**config.mk**
```make
export PLATFORM = sky130hd
export DESIGN_NAME = sobel_stream_acc_flat
export DESIGN_NICKNAME = d
export VERILOG_FILES = /design/src/rtl/sobel_stream_acc_if.sv /design/src/rtl/sobel_stream_acc.sv /design/src/flat_wrapper.sv
export SDC_FILE = /design/constraint.sdc
export NUM_CORES = 1
export LEC_CHECK = 0
export ABC_AREA = 0
export BUFFER_PORTS_ARGS = -buffer_cell sky130_fd_sc_hd__buf_2
export CORE_MARGIN = 2
export CORE_UTILIZATION = 61
export CTS_CLUSTER_DIAMETER = 60
export DETAILED_ROUTE_END_ITERATION = 16
export HOLD_SLACK_MARGIN = 0.02
export PLACE_DENSITY = 0.8
export SLEW_MARGIN = 5
export SYNTH_ARGS = -nofsm -noshare
export SYNTH_HDL_FRONTEND = slang
export SYNTH_SLANG_ARGS = --single-unit
export TNS_END_PERCENT = 100
```
**constraint.sdc**
```tcl
create_clock -name clk -period 9.3 [get_ports clk]
set_clock_uncertainty 0.2 [all_clocks]
set_input_delay 0.93 -clock clk [delete_from_list [all_inputs] [get_ports clk]]
set_output_delay 0.93 -clock clk [all_outputs]
set_load 0.1 [all_outputs]
```
**src/rtl/sobel_stream_acc_if.sv**
```systemverilog
// Streaming bus for sobel_stream_acc: three-row input words in, one result word out.
// The DUT takes the slave modport; the producer/consumer side takes master.
interface sobel_stream_acc_if #(
    parameter int WORD_W = 32
);
    logic              in_valid;
    logic              in_ready;
    logic [WORD_W-1:0] row_a;
    logic [WORD_W-1:0] row_b;
    logic [WORD_W-1:0] row_c;
    logic              out_valid;
    logic              out_ready;
    logic [WORD_W-1:0] out_data;

    modport master (
        output in_valid, row_a, row_b, row_c, out_ready,
        input  in_ready, out_valid, out_data
    );

    modport slave (
        input  in_valid, row_a, row_b, row_c, out_ready,
        output in_ready, out_valid, out_data
    );
endinterface

```
**src/rtl/sobel_stream_acc.sv**
```systemverilog
// Streaming 3x3 Sobel over packed multi-pixel words, giving saturated magnitude or a thresholded edge map.
// Optional SOBEL_ZERO_BORDER_EN forces every frame-border output pixel to zero.
module sobel_stream_acc #(
    parameter int WIDTH       = 352,
    parameter int HEIGHT      = 288,
    parameter int PX_PER_WORD = 4,
    parameter int PIX_W       = 8
) (
    input  logic               clk,
    input  logic               rst,
    input  logic               start_i,
    input  logic               mode_i,
    input  logic [PIX_W+2:0]   threshold_i,
    output logic               finish_o,
    sobel_stream_acc_if.slave  bus
);
    localparam int WORD_W    = PX_PER_WORD * PIX_W;
    localparam int ROW_WORDS = WIDTH / PX_PER_WORD;
    localparam int CW        = (ROW_WORDS > 1) ? $clog2(ROW_WORDS) : 1;
    localparam int RW        = $clog2(HEIGHT);
    localparam int SW        = PIX_W + 2;
    localparam int GW        = PIX_W + 3;
    localparam logic [CW-1:0] LAST_COL = CW'(ROW_WORDS - 1);
    localparam logic [RW-1:0] LAST_ROW = RW'(HEIGHT - 1);
    localparam logic [GW-1:0] PIX_MAX  = GW'((1 << PIX_W) - 1);

    typedef enum logic [2:0] {IDLE, RUN, FLUSH, DRAIN, DONE} state_t;
    state_t state_q, state_d;

    logic [CW-1:0]    colCnt_q;
    logic [RW-1:0]    rowCnt_q;
    logic             mode_q;
    logic [GW-1:0]    thr_q;
    logic [PIX_W-1:0] curA_q [PX_PER_WORD];
    logic [PIX_W-1:0] curC_q [PX_PER_WORD];
    logic [SW-1:0]    curS_q [PX_PER_WORD];
    logic [PIX_W-1:0] prevA_q, prevC_q;
    logic [SW-1:0]    prevS_q;
    logic [CW-1:0]    curCol_q;
    logic [RW-1:0]    curRow_q;
    logic [GW-1:0]    mag1_q [PX_PER_WORD];
    logic [PX_PER_WORD-1:0] zeroMask1_q, zeroMaskC;
    logic             valid1_q;
    logic             outValid_q;
    logic [WORD_W-1:0] outData_q, outData_d;

    logic [PIX_W-1:0] inA [PX_PER_WORD];
    logic [PIX_W-1:0] inB [PX_PER_WORD];
    logic [PIX_W-1:0] inC [PX_PER_WORD];
    logic [SW-1:0]    inS [PX_PER_WORD];
    logic [PIX_W-1:0] extA [PX_PER_WORD+2];
    logic [PIX_W-1:0] extC [PX_PER_WORD+2];
    logic [SW-1:0]    extS [PX_PER_WORD+2];
    logic [SW-1:0]    tA [PX_PER_WORD];
    logic [SW-1:0]    tC [PX_PER_WORD];
    logic [GW-1:0]    gx [PX_PER_WORD];
    logic [GW-1:0]    gy [PX_PER_WORD];
    logic [GW-1:0]    magC [PX_PER_WORD];
    logic [PIX_W-1:0] pixOut [PX_PER_WORD];

    logic stall, inReady, accept, flushFire, computeFire;

    assign stall       = outValid_q && !bus.out_ready;
    assign inReady     = (state_q == RUN) && !stall;
    assign accept      = bus.in_valid && inReady;
    assign flushFire   = (state_q == FLUSH) && !stall;
    // Word k is finished once word k+1 supplies its right neighbour, or at row end via FLUSH.
    assign computeFire = (accept && (colCnt_q != '0)) || flushFire;

    assign bus.in_ready  = inReady;
    assign bus.out_valid = outValid_q;
    assign bus.out_data  = outData_q;
    assign finish_o      = (state_q == DONE);

    always_comb begin
        for (int i = 0; i < PX_PER_WORD; i++) begin
            inB[i] = bus.row_b[WORD_W-1-i*PIX_W -: PIX_W];
            inA[i] = (rowCnt_q == '0)     ? inB[i] : bus.row_a[WORD_W-1-i*PIX_W -: PIX_W];
            inC[i] = (rowCnt_q == LAST_ROW) ? inB[i] : bus.row_c[WORD_W-1-i*PIX_W -: PIX_W];
            inS[i] = SW'(inA[i]) + SW'({inB[i], 1'b0}) + SW'(inC[i]);
        end
    end

    // Neighbour strip: [0] is the left pixel, [PX+1] the right pixel, both replicated at the frame edge.
    always_comb begin
        for (int i = 0; i < PX_PER_WORD; i++) begin
            extA[i+1] = curA_q[i];
            extC[i+1] = curC_q[i];
            extS[i+1] = curS_q[i];
        end
        extA[0] = (curCol_q == '0) ? curA_q[0] : prevA_q;
        extC[0] = (curCol_q == '0) ? curC_q[0] : prevC_q;
        extS[0] = (curCol_q == '0) ? curS_q[0] : prevS_q;
        extA[PX_PER_WORD+1] = (state_q == FLUSH) ? curA_q[PX_PER_WORD-1] : inA[0];
        extC[PX_PER_WORD+1] = (state_q == FLUSH) ? curC_q[PX_PER_WORD-1] : inC[0];
        extS[PX_PER_WORD+1] = (state_q == FLUSH) ? curS_q[PX_PER_WORD-1] : inS[0];
        for (int i = 0; i < PX_PER_WORD; i++) begin
            tA[i]   = SW'(extA[i]) + SW'({extA[i+1], 1'b0}) + SW'(extA[i+2]);
            tC[i]   = SW'(extC[i]) + SW'({extC[i+1], 1'b0}) + SW'(extC[i+2]);
            gx[i]   = GW'(extS[i+2]) - GW'(extS[i]);
            gy[i]   = GW'(tA[i]) - GW'(tC[i]);
            magC[i] = (gx[i][GW-1] ? -gx[i] : gx[i]) + (gy[i][GW-1] ? -gy[i] : gy[i]);
        end
    end

    always_comb begin
        zeroMaskC = '0;
`ifdef SOBEL_ZERO_BORDER_EN
        if (curRow_q == '0 || curRow_q == LAST_ROW) zeroMaskC = '1;
        if (curCol_q == '0) zeroMaskC[0] = 1'b1;
        if (curCol_q == LAST_COL) zeroMaskC[PX_PER_WORD-1] = 1'b1;
`endif
    end

    always_comb begin
        outData_d = '0;
        for (int i = 0; i < PX_PER_WORD; i++) begin
            if (mode_q) pixOut[i] = (mag1_q[i] >= thr_q) ? '1 : '0;
            else        pixOut[i] = (mag1_q[i] > PIX_MAX) ? '1 : mag1_q[i][PIX_W-1:0];
            if (zeroMask1_q[i]) pixOut[i] = '0;
            outData_d[WORD_W-1-i*PIX_W -: PIX_W] = pixOut[i];
        end
    end

    always_comb begin
        state_d = state_q;
        case (state_q)
            IDLE:    if (start_i) state_d = RUN;
            RUN:     if (accept && colCnt_q == LAST_COL) state_d = FLUSH;
            FLUSH:   if (!stall) state_d = (curRow_q == LAST_ROW) ? DRAIN : RUN;
            DRAIN:   if (!valid1_q && (!outValid_q || bus.out_ready)) state_d = DONE;
            DONE:    if (!start_i) state_d = IDLE;
            default: state_d = IDLE;
        endcase
    end

    always_ff @(posedge clk) begin
        if (rst) state_q <= IDLE;
        else     state_q <= state_d;
    end

    always_ff @(posedge clk) begin
        if (rst) begin
            colCnt_q <= '0;
            rowCnt_q <= '0;
            mode_q   <= 1'b0;
            thr_q    <= '0;
        end else if (state_q == IDLE && start_i) begin
            colCnt_q <= '0;
            rowCnt_q <= '0;
            mode_q   <= mode_i;
            thr_q    <= threshold_i;
        end else if (accept) begin
            if (colCnt_q == LAST_COL) begin
                colCnt_q <= '0;
                rowCnt_q <= (rowCnt_q == LAST_ROW) ? '0 : rowCnt_q + RW'(1);
            end else begin
                colCnt_q <= colCnt_q + CW'(1);
            end
        end
    end

    always_ff @(posedge clk) begin
        if (rst) begin
            for (int i = 0; i < PX_PER_WORD; i++) begin
                curA_q[i] <= '0;
                curC_q[i] <= '0;
                curS_q[i] <= '0;
            end
            prevA_q  <= '0;
            prevC_q  <= '0;
            prevS_q  <= '0;
            curCol_q <= '0;
            curRow_q <= '0;
        end else if (accept) begin
            prevA_q <= curA_q[PX_PER_WORD-1];
            prevC_q <= curC_q[PX_PER_WORD-1];
            prevS_q <= curS_q[PX_PER_WORD-1];
            for (int i = 0; i < PX_PER_WORD; i++) begin
                curA_q[i] <= inA[i];
                curC_q[i] <= inC[i];
                curS_q[i] <= inS[i];
            end
            curCol_q <= colCnt_q;
            curRow_q <= rowCnt_q;
        end
    end

    // Both pipeline stages advance together and freeze as a unit on backpressure.
    always_ff @(posedge clk) begin
        if (rst) begin
            for (int i = 0; i < PX_PER_WORD; i++) mag1_q[i] <= '0;
            zeroMask1_q <= '0;
            valid1_q    <= 1'b0;
            outValid_q  <= 1'b0;
            outData_q   <= '0;
        end else if (!stall) begin
            for (int i = 0; i < PX_PER_WORD; i++) mag1_q[i] <= magC[i];
            zeroMask1_q <= zeroMaskC;
            valid1_q    <= computeFire;
            outValid_q  <= valid1_q;
            outData_q   <= outData_d;
        end
    end
endmodule

```
**src/flat_wrapper.sv**
```systemverilog
// flat-port wrapper written by rule: the top's interface ports become plain ports
module sobel_stream_acc_flat 
#(
    parameter int WIDTH       = 352,
    parameter int HEIGHT      = 288,
    parameter int PX_PER_WORD = 4,
    parameter int PIX_W       = 8
)
  (clk, rst, start_i, mode_i, threshold_i, finish_o, bus_in_valid, bus_row_a, bus_row_b, bus_row_c, bus_out_ready, bus_in_ready, bus_out_valid, bus_out_data);
  sobel_stream_acc_if #(.WORD_W((32))) bus_i ();
  input  logic clk;
  input  logic rst;
  input  logic start_i;
  input  logic mode_i;
  input  logic [PIX_W+2:0] threshold_i;
  output logic finish_o;
  input wire logic [$bits(bus_i.in_valid)-1:0] bus_in_valid;
  input wire logic [$bits(bus_i.row_a)-1:0] bus_row_a;
  input wire logic [$bits(bus_i.row_b)-1:0] bus_row_b;
  input wire logic [$bits(bus_i.row_c)-1:0] bus_row_c;
  input wire logic [$bits(bus_i.out_ready)-1:0] bus_out_ready;
  output wire logic [$bits(bus_i.in_ready)-1:0] bus_in_ready;
  output wire logic [$bits(bus_i.out_valid)-1:0] bus_out_valid;
  output wire logic [$bits(bus_i.out_data)-1:0] bus_out_data;
  assign bus_i.in_valid = bus_in_valid;
  assign bus_i.row_a = bus_row_a;
  assign bus_i.row_b = bus_row_b;
  assign bus_i.row_c = bus_row_c;
  assign bus_i.out_ready = bus_out_ready;
  assign bus_in_ready = bus_i.in_ready;
  assign bus_out_valid = bus_i.out_valid;
  assign bus_out_data = bus_i.out_data;
  sobel_stream_acc #(.WIDTH(WIDTH), .HEIGHT(HEIGHT), .PX_PER_WORD(PX_PER_WORD), .PIX_W(PIX_W)) u_core (.clk(clk), .rst(rst), .start_i(start_i), .mode_i(mode_i), .threshold_i(threshold_i), .finish_o(finish_o), .bus(bus_i));
endmodule
```
==> metrics <==
number of diodes 0; number of DRC violations after detailed routing 0; proportion of synthesized area in mux cells 0.03563; area share of the largest cell type after synthesis 0.1929; I/O Pins 148; initial core utilization 0.6160; endpoint kind of the worst setup timing path register; Hold Violations, Final 0; worst setup margin 1.656 ns; top flip-flop cell by instance count after synthesis sky130_fd_sc_hd__edfxtp_1; fraction of final layout cells sized beyond drive strength 1 0.1133; # setup viols final 0; Setup Fix Bufs, Post-CTS 0; part of the Yosys area used for sequential elements 0.2859; capture instance of the worst register-to-register path u_core.mag1_q[0][42]$_SDFFCE_PN0P_; count of distinct cell types in the synthesized netlist about 80; Final Cycle Share 0.8220; RSZ-0062 raised after global routing no; count of buffers inserted at the top-level ports around 150; main combinational cell family by area after synthesis adder cells; setup slack of the most critical reg-to-reg path 1.66 ns; relative max-transition margin 0.2150; end point of the critical path u_core.mag1_q[0][42]$_SDFFCE_PN0P_; number of buffers added to fix hold violations after cts 0; peak fanout along the critical path 27; antenna violations before repair 0; total number of yosys warnings 0; via density per instance 5.778; cts bufs inserted 34; Simple-Gate Fraction of Synth Area 0.1713; XOR/XNOR share of the synthesized area 0.06843; number of nets at the end of the flow ~3100; maximum level of the CTS H-tree 2; clock slew seen by the registers of the worst setup and hold paths around 0.06 ns; async set-reset flop share out of synthesis 0; die extent in y 198.3 um; post-synth net total about 3000; number of optimization iterations in the first detailed-route pass 5; reported max-cap violation count 0; Clk Tree Root Cell sky130_fd_sc_hd__clkbuf_16; post-synthesis compound-gate area fraction 0.1189; final weighted congestion of routability-driven global placement between 1 and 1.5; hold_ws ~0.26 ns; number of DRC markers after the initial detailed-route iteration around 1400; post-layout util 0.6773; Die Wd 198.3 um; sum of negative setup slack 0 ns; min Tclk post-route 7.644 ns; type of the tightest min-delay check reg2reg; pin count of the biggest net entering global routing between 70 and 80; count of pins over their slew limit 0; number of flops mapped to enable cells by yosys approximately 150; total congestion overflow 0; clock latency reported for the late side of the worst-skew pair around 0.53 ns; first element of the critical path u_core.rowCnt_q[2]$_SDFFE_PP0P_; global-route usage over all layers 0.3124; Post-DRT Antenna Nets 0; routed length per instance 18.99 um; half-perimeter wire length of the detailed placement result 48690 um; total number of vias about 18000; number of standard cells after synthesis between 2000 and 3000; core region area 37400 um2; highest achievable clock rate ~130 MHz; Post-Synth Adder-Cell Area 0.2625; layout-stage area growth over the synthesis result 9.938%; row count 71; quantity of gates resized following cts 0; worst r2r path cells 25; crit path launch type register; data arrival time of the critical path roughly 7.7 ns; clock tree from TritonCTS built; Synth Area per Inst about 9.2 um2; result of the run finished clean; Longest Clk Path Bufs 3; Worst Tran Pin Value approximately 1.2 ns; first-pass GRT wire length 94760 um; start of the worst register-to-register path u_core.rowCnt_q[2]$_SDFFE_PP0P_; Req. time, crit path approximately 9.3 ns; largest area contributor in the synthesized netlist sky130_fd_sc_hd__edfxtp_1; synthesized area roughly 23000 um2; Total Die Area about 40000 um2; number of sinks driven by the clock tree 255; number of flip-flops and latches in the synthesized netlist 255; cells taking the most area after synthesis sky130_fd_sc_hd__edfxtp_1 (19%), sky130_fd_sc_hd__fa_1 (14%), sky130_fd_sc_hd__ha_1 (12%); worst setup path category reg2reg; vias in the first global route 18191; setup slack after placement 1.755 ns; total detailed-routing wirelength about 60000 um
## stage by stage
step | cell area, um2 | instances
after floorplan | 23040 | 2507
after global placement | 24250 | 3106
after detailed placement | 24250 | 3106
after CTS | 25330 | 3167
after global routing | 25330 | 3167
final | 25330 | 3167
## cells by family (layout without fill, tap and decap cells)
kind of cell	after synthesis	in the layout
AO/OA/AOI/OAI	436	436
XOR/XNOR	180	180
adder cells (fa/ha/maj)	385	385
buffers and inverters	347	496
flip-flops	255	255
multiplexers	75	75
AND/OR/NAND/NOR	829	829
## cell usage in the layout, fill, tap and decap left out, drive strengths merged, types with 8 or more instances in the layout
cell type / synthesis / routed
nand4: 8 / 8
o31ai: 14 / 14
xor2: 80 / 80
and2: 18 / 18
o211ai: 8 / 8
ha: 221 / 221
nor2b: 85 / 85
xnor2: 100 / 100
nand2: 181 / 181
mux2i: 19 / 19
nor3: 52 / 52
nand3b: 15 / 15
a21o: 35 / 35
mux2: 56 / 56
and3: 14 / 14
a31oi: 12 / 12
nand2b: 31 / 31
nor2: 333 / 333
edfxtp: 148 / 148
o41ai: 8 / 8
clkbuf: 58 / 46
or3: 20 / 20
buf: 15 / 161
a211oi: 8 / 8
inv: 274 / 279
a21oi: 187 / 187
nand3: 22 / 22
o21bai: 22 / 22
o21ai: 60 / 60
nor4: 10 / 10
dfxtp: 107 / 107
or2: 16 / 16
fa: 164 / 164
o21a: 36 / 36
## area by class of cell
cell class,instances,area [um2]
well taps,511,639.4
clock buffers,46,948.4
fillers,3004,12070
inverters,274,1028
repair buffers,161,840.8
clock inverters,15,131.4
multi-input cells,1905,15150
flip-flops and latches,255,6586
## cells in the mapped netlist (all sizes together), types with 7 or more instances
cell	n
inv	274
nand3	22
clkbuf	58
o21ai	60
nor4	10
edfxtp	148
a211oi	8
a31oi	12
a21o	35
nand2	181
nor2b	85
xor2	80
o31ai	14
ha	221
or3	20
nand2b	31
dfxtp	107
nor3	52
a21oi	187
o21a	36
nand3b	15
nand4b	7
mux2	56
o41ai	8
nand4	8
or2	16
mux2i	19
buf	15
fa	164
o2111ai	7
nor2	333
and3	14
xnor2	100
and2	18
o211ai	8
o21bai	22
## per-layer routing
layer | vias up | wire length (um) | global-route usage
li1 | 8720 | - | -
met1 | 8711 | 24450 | 0.3920
met2 | 707 | 28790 | 0.5406
met3 | 162 | 3851 | 0.03594
met4 | 0 | 3058 | 0.1445
met5 | - | 0 | 0
## flip-flops by register name, summed over array words and instances, names as in the netlist
signal	cells
u_core.mode_q	1
u_core.curCol_q	7
u_core.prevS_q	10
u_core.rowCnt_q	9
u_core.prevA_q	8
u_core.mag1_q	44
u_core.bus.out_data	32
u_core.colCnt_q	7
u_core.prevC_q	8
u_core.curS_q	40
u_core.curA_q	32
u_core.curRow_q	9
u_core.bus.out_valid	1
u_core.state_q	3
u_core.curC_q	32
u_core.thr_q	11
u_core.valid1_q	1
## worst min path at each step
stage	depth (start not counted)	slack, ns	start	endpoint
after floorplan	2	0.23	u_core.curRow_q[5]$_SDFFE_PP0P_	u_core.curRow_q[5]$_SDFFE_PP0P_
after global placement	2	0.24	u_core.curRow_q[6]$_SDFFE_PP0P_	u_core.curRow_q[6]$_SDFFE_PP0P_
after detailed placement	2	0.25	u_core.prevC_q[1]$_SDFFE_PP0P_	u_core.prevC_q[1]$_SDFFE_PP0P_
after CTS	2	0.26	u_core.prevC_q[1]$_SDFFE_PP0P_	u_core.prevC_q[1]$_SDFFE_PP0P_
after global routing	2	0.27	u_core.prevA_q[3]$_SDFFE_PP0P_	u_core.prevA_q[3]$_SDFFE_PP0P_
final	2	0.26	u_core.thr_q[2]$_SDFFE_PP0P_	u_core.thr_q[2]$_SDFFE_PP0P_
## critical path, stage by stage (launching register included)
cell	delay, ns
sky130_fd_sc_hd__dfxtp_1	0.35
sky130_fd_sc_hd__nor4_1	0.35
sky130_fd_sc_hd__nand3_2	0.33
sky130_fd_sc_hd__buf_4	0.38
sky130_fd_sc_hd__a21oi_1	0.30
sky130_fd_sc_hd__a21oi_1	0.14
sky130_fd_sc_hd__fa_1	0.54
sky130_fd_sc_hd__fa_1	0.49
sky130_fd_sc_hd__inv_1	0.05
sky130_fd_sc_hd__fa_1	0.52
sky130_fd_sc_hd__inv_1	0.04
sky130_fd_sc_hd__ha_1	0.40
sky130_fd_sc_hd__nor3_1	0.10
sky130_fd_sc_hd__nor2_1	0.14
sky130_fd_sc_hd__o31ai_1	0.12
sky130_fd_sc_hd__o21ai_1	0.62
sky130_fd_sc_hd__mux2_2	0.43
sky130_fd_sc_hd__ha_1	0.30
sky130_fd_sc_hd__a21o_1	0.18
sky130_fd_sc_hd__a21oi_1	0.21
sky130_fd_sc_hd__nand2b_1	0.13
sky130_fd_sc_hd__a21boi_0	0.12
sky130_fd_sc_hd__o41ai_1	0.44
sky130_fd_sc_hd__o21ai_0	0.22
sky130_fd_sc_hd__xnor2_1	0.20
sky130_fd_sc_hd__nor2_1	0.05
Power is left out: the tool's default activity adds up to more than one toggle a clock period on the data nets, which glitch-free logic cannot reach.
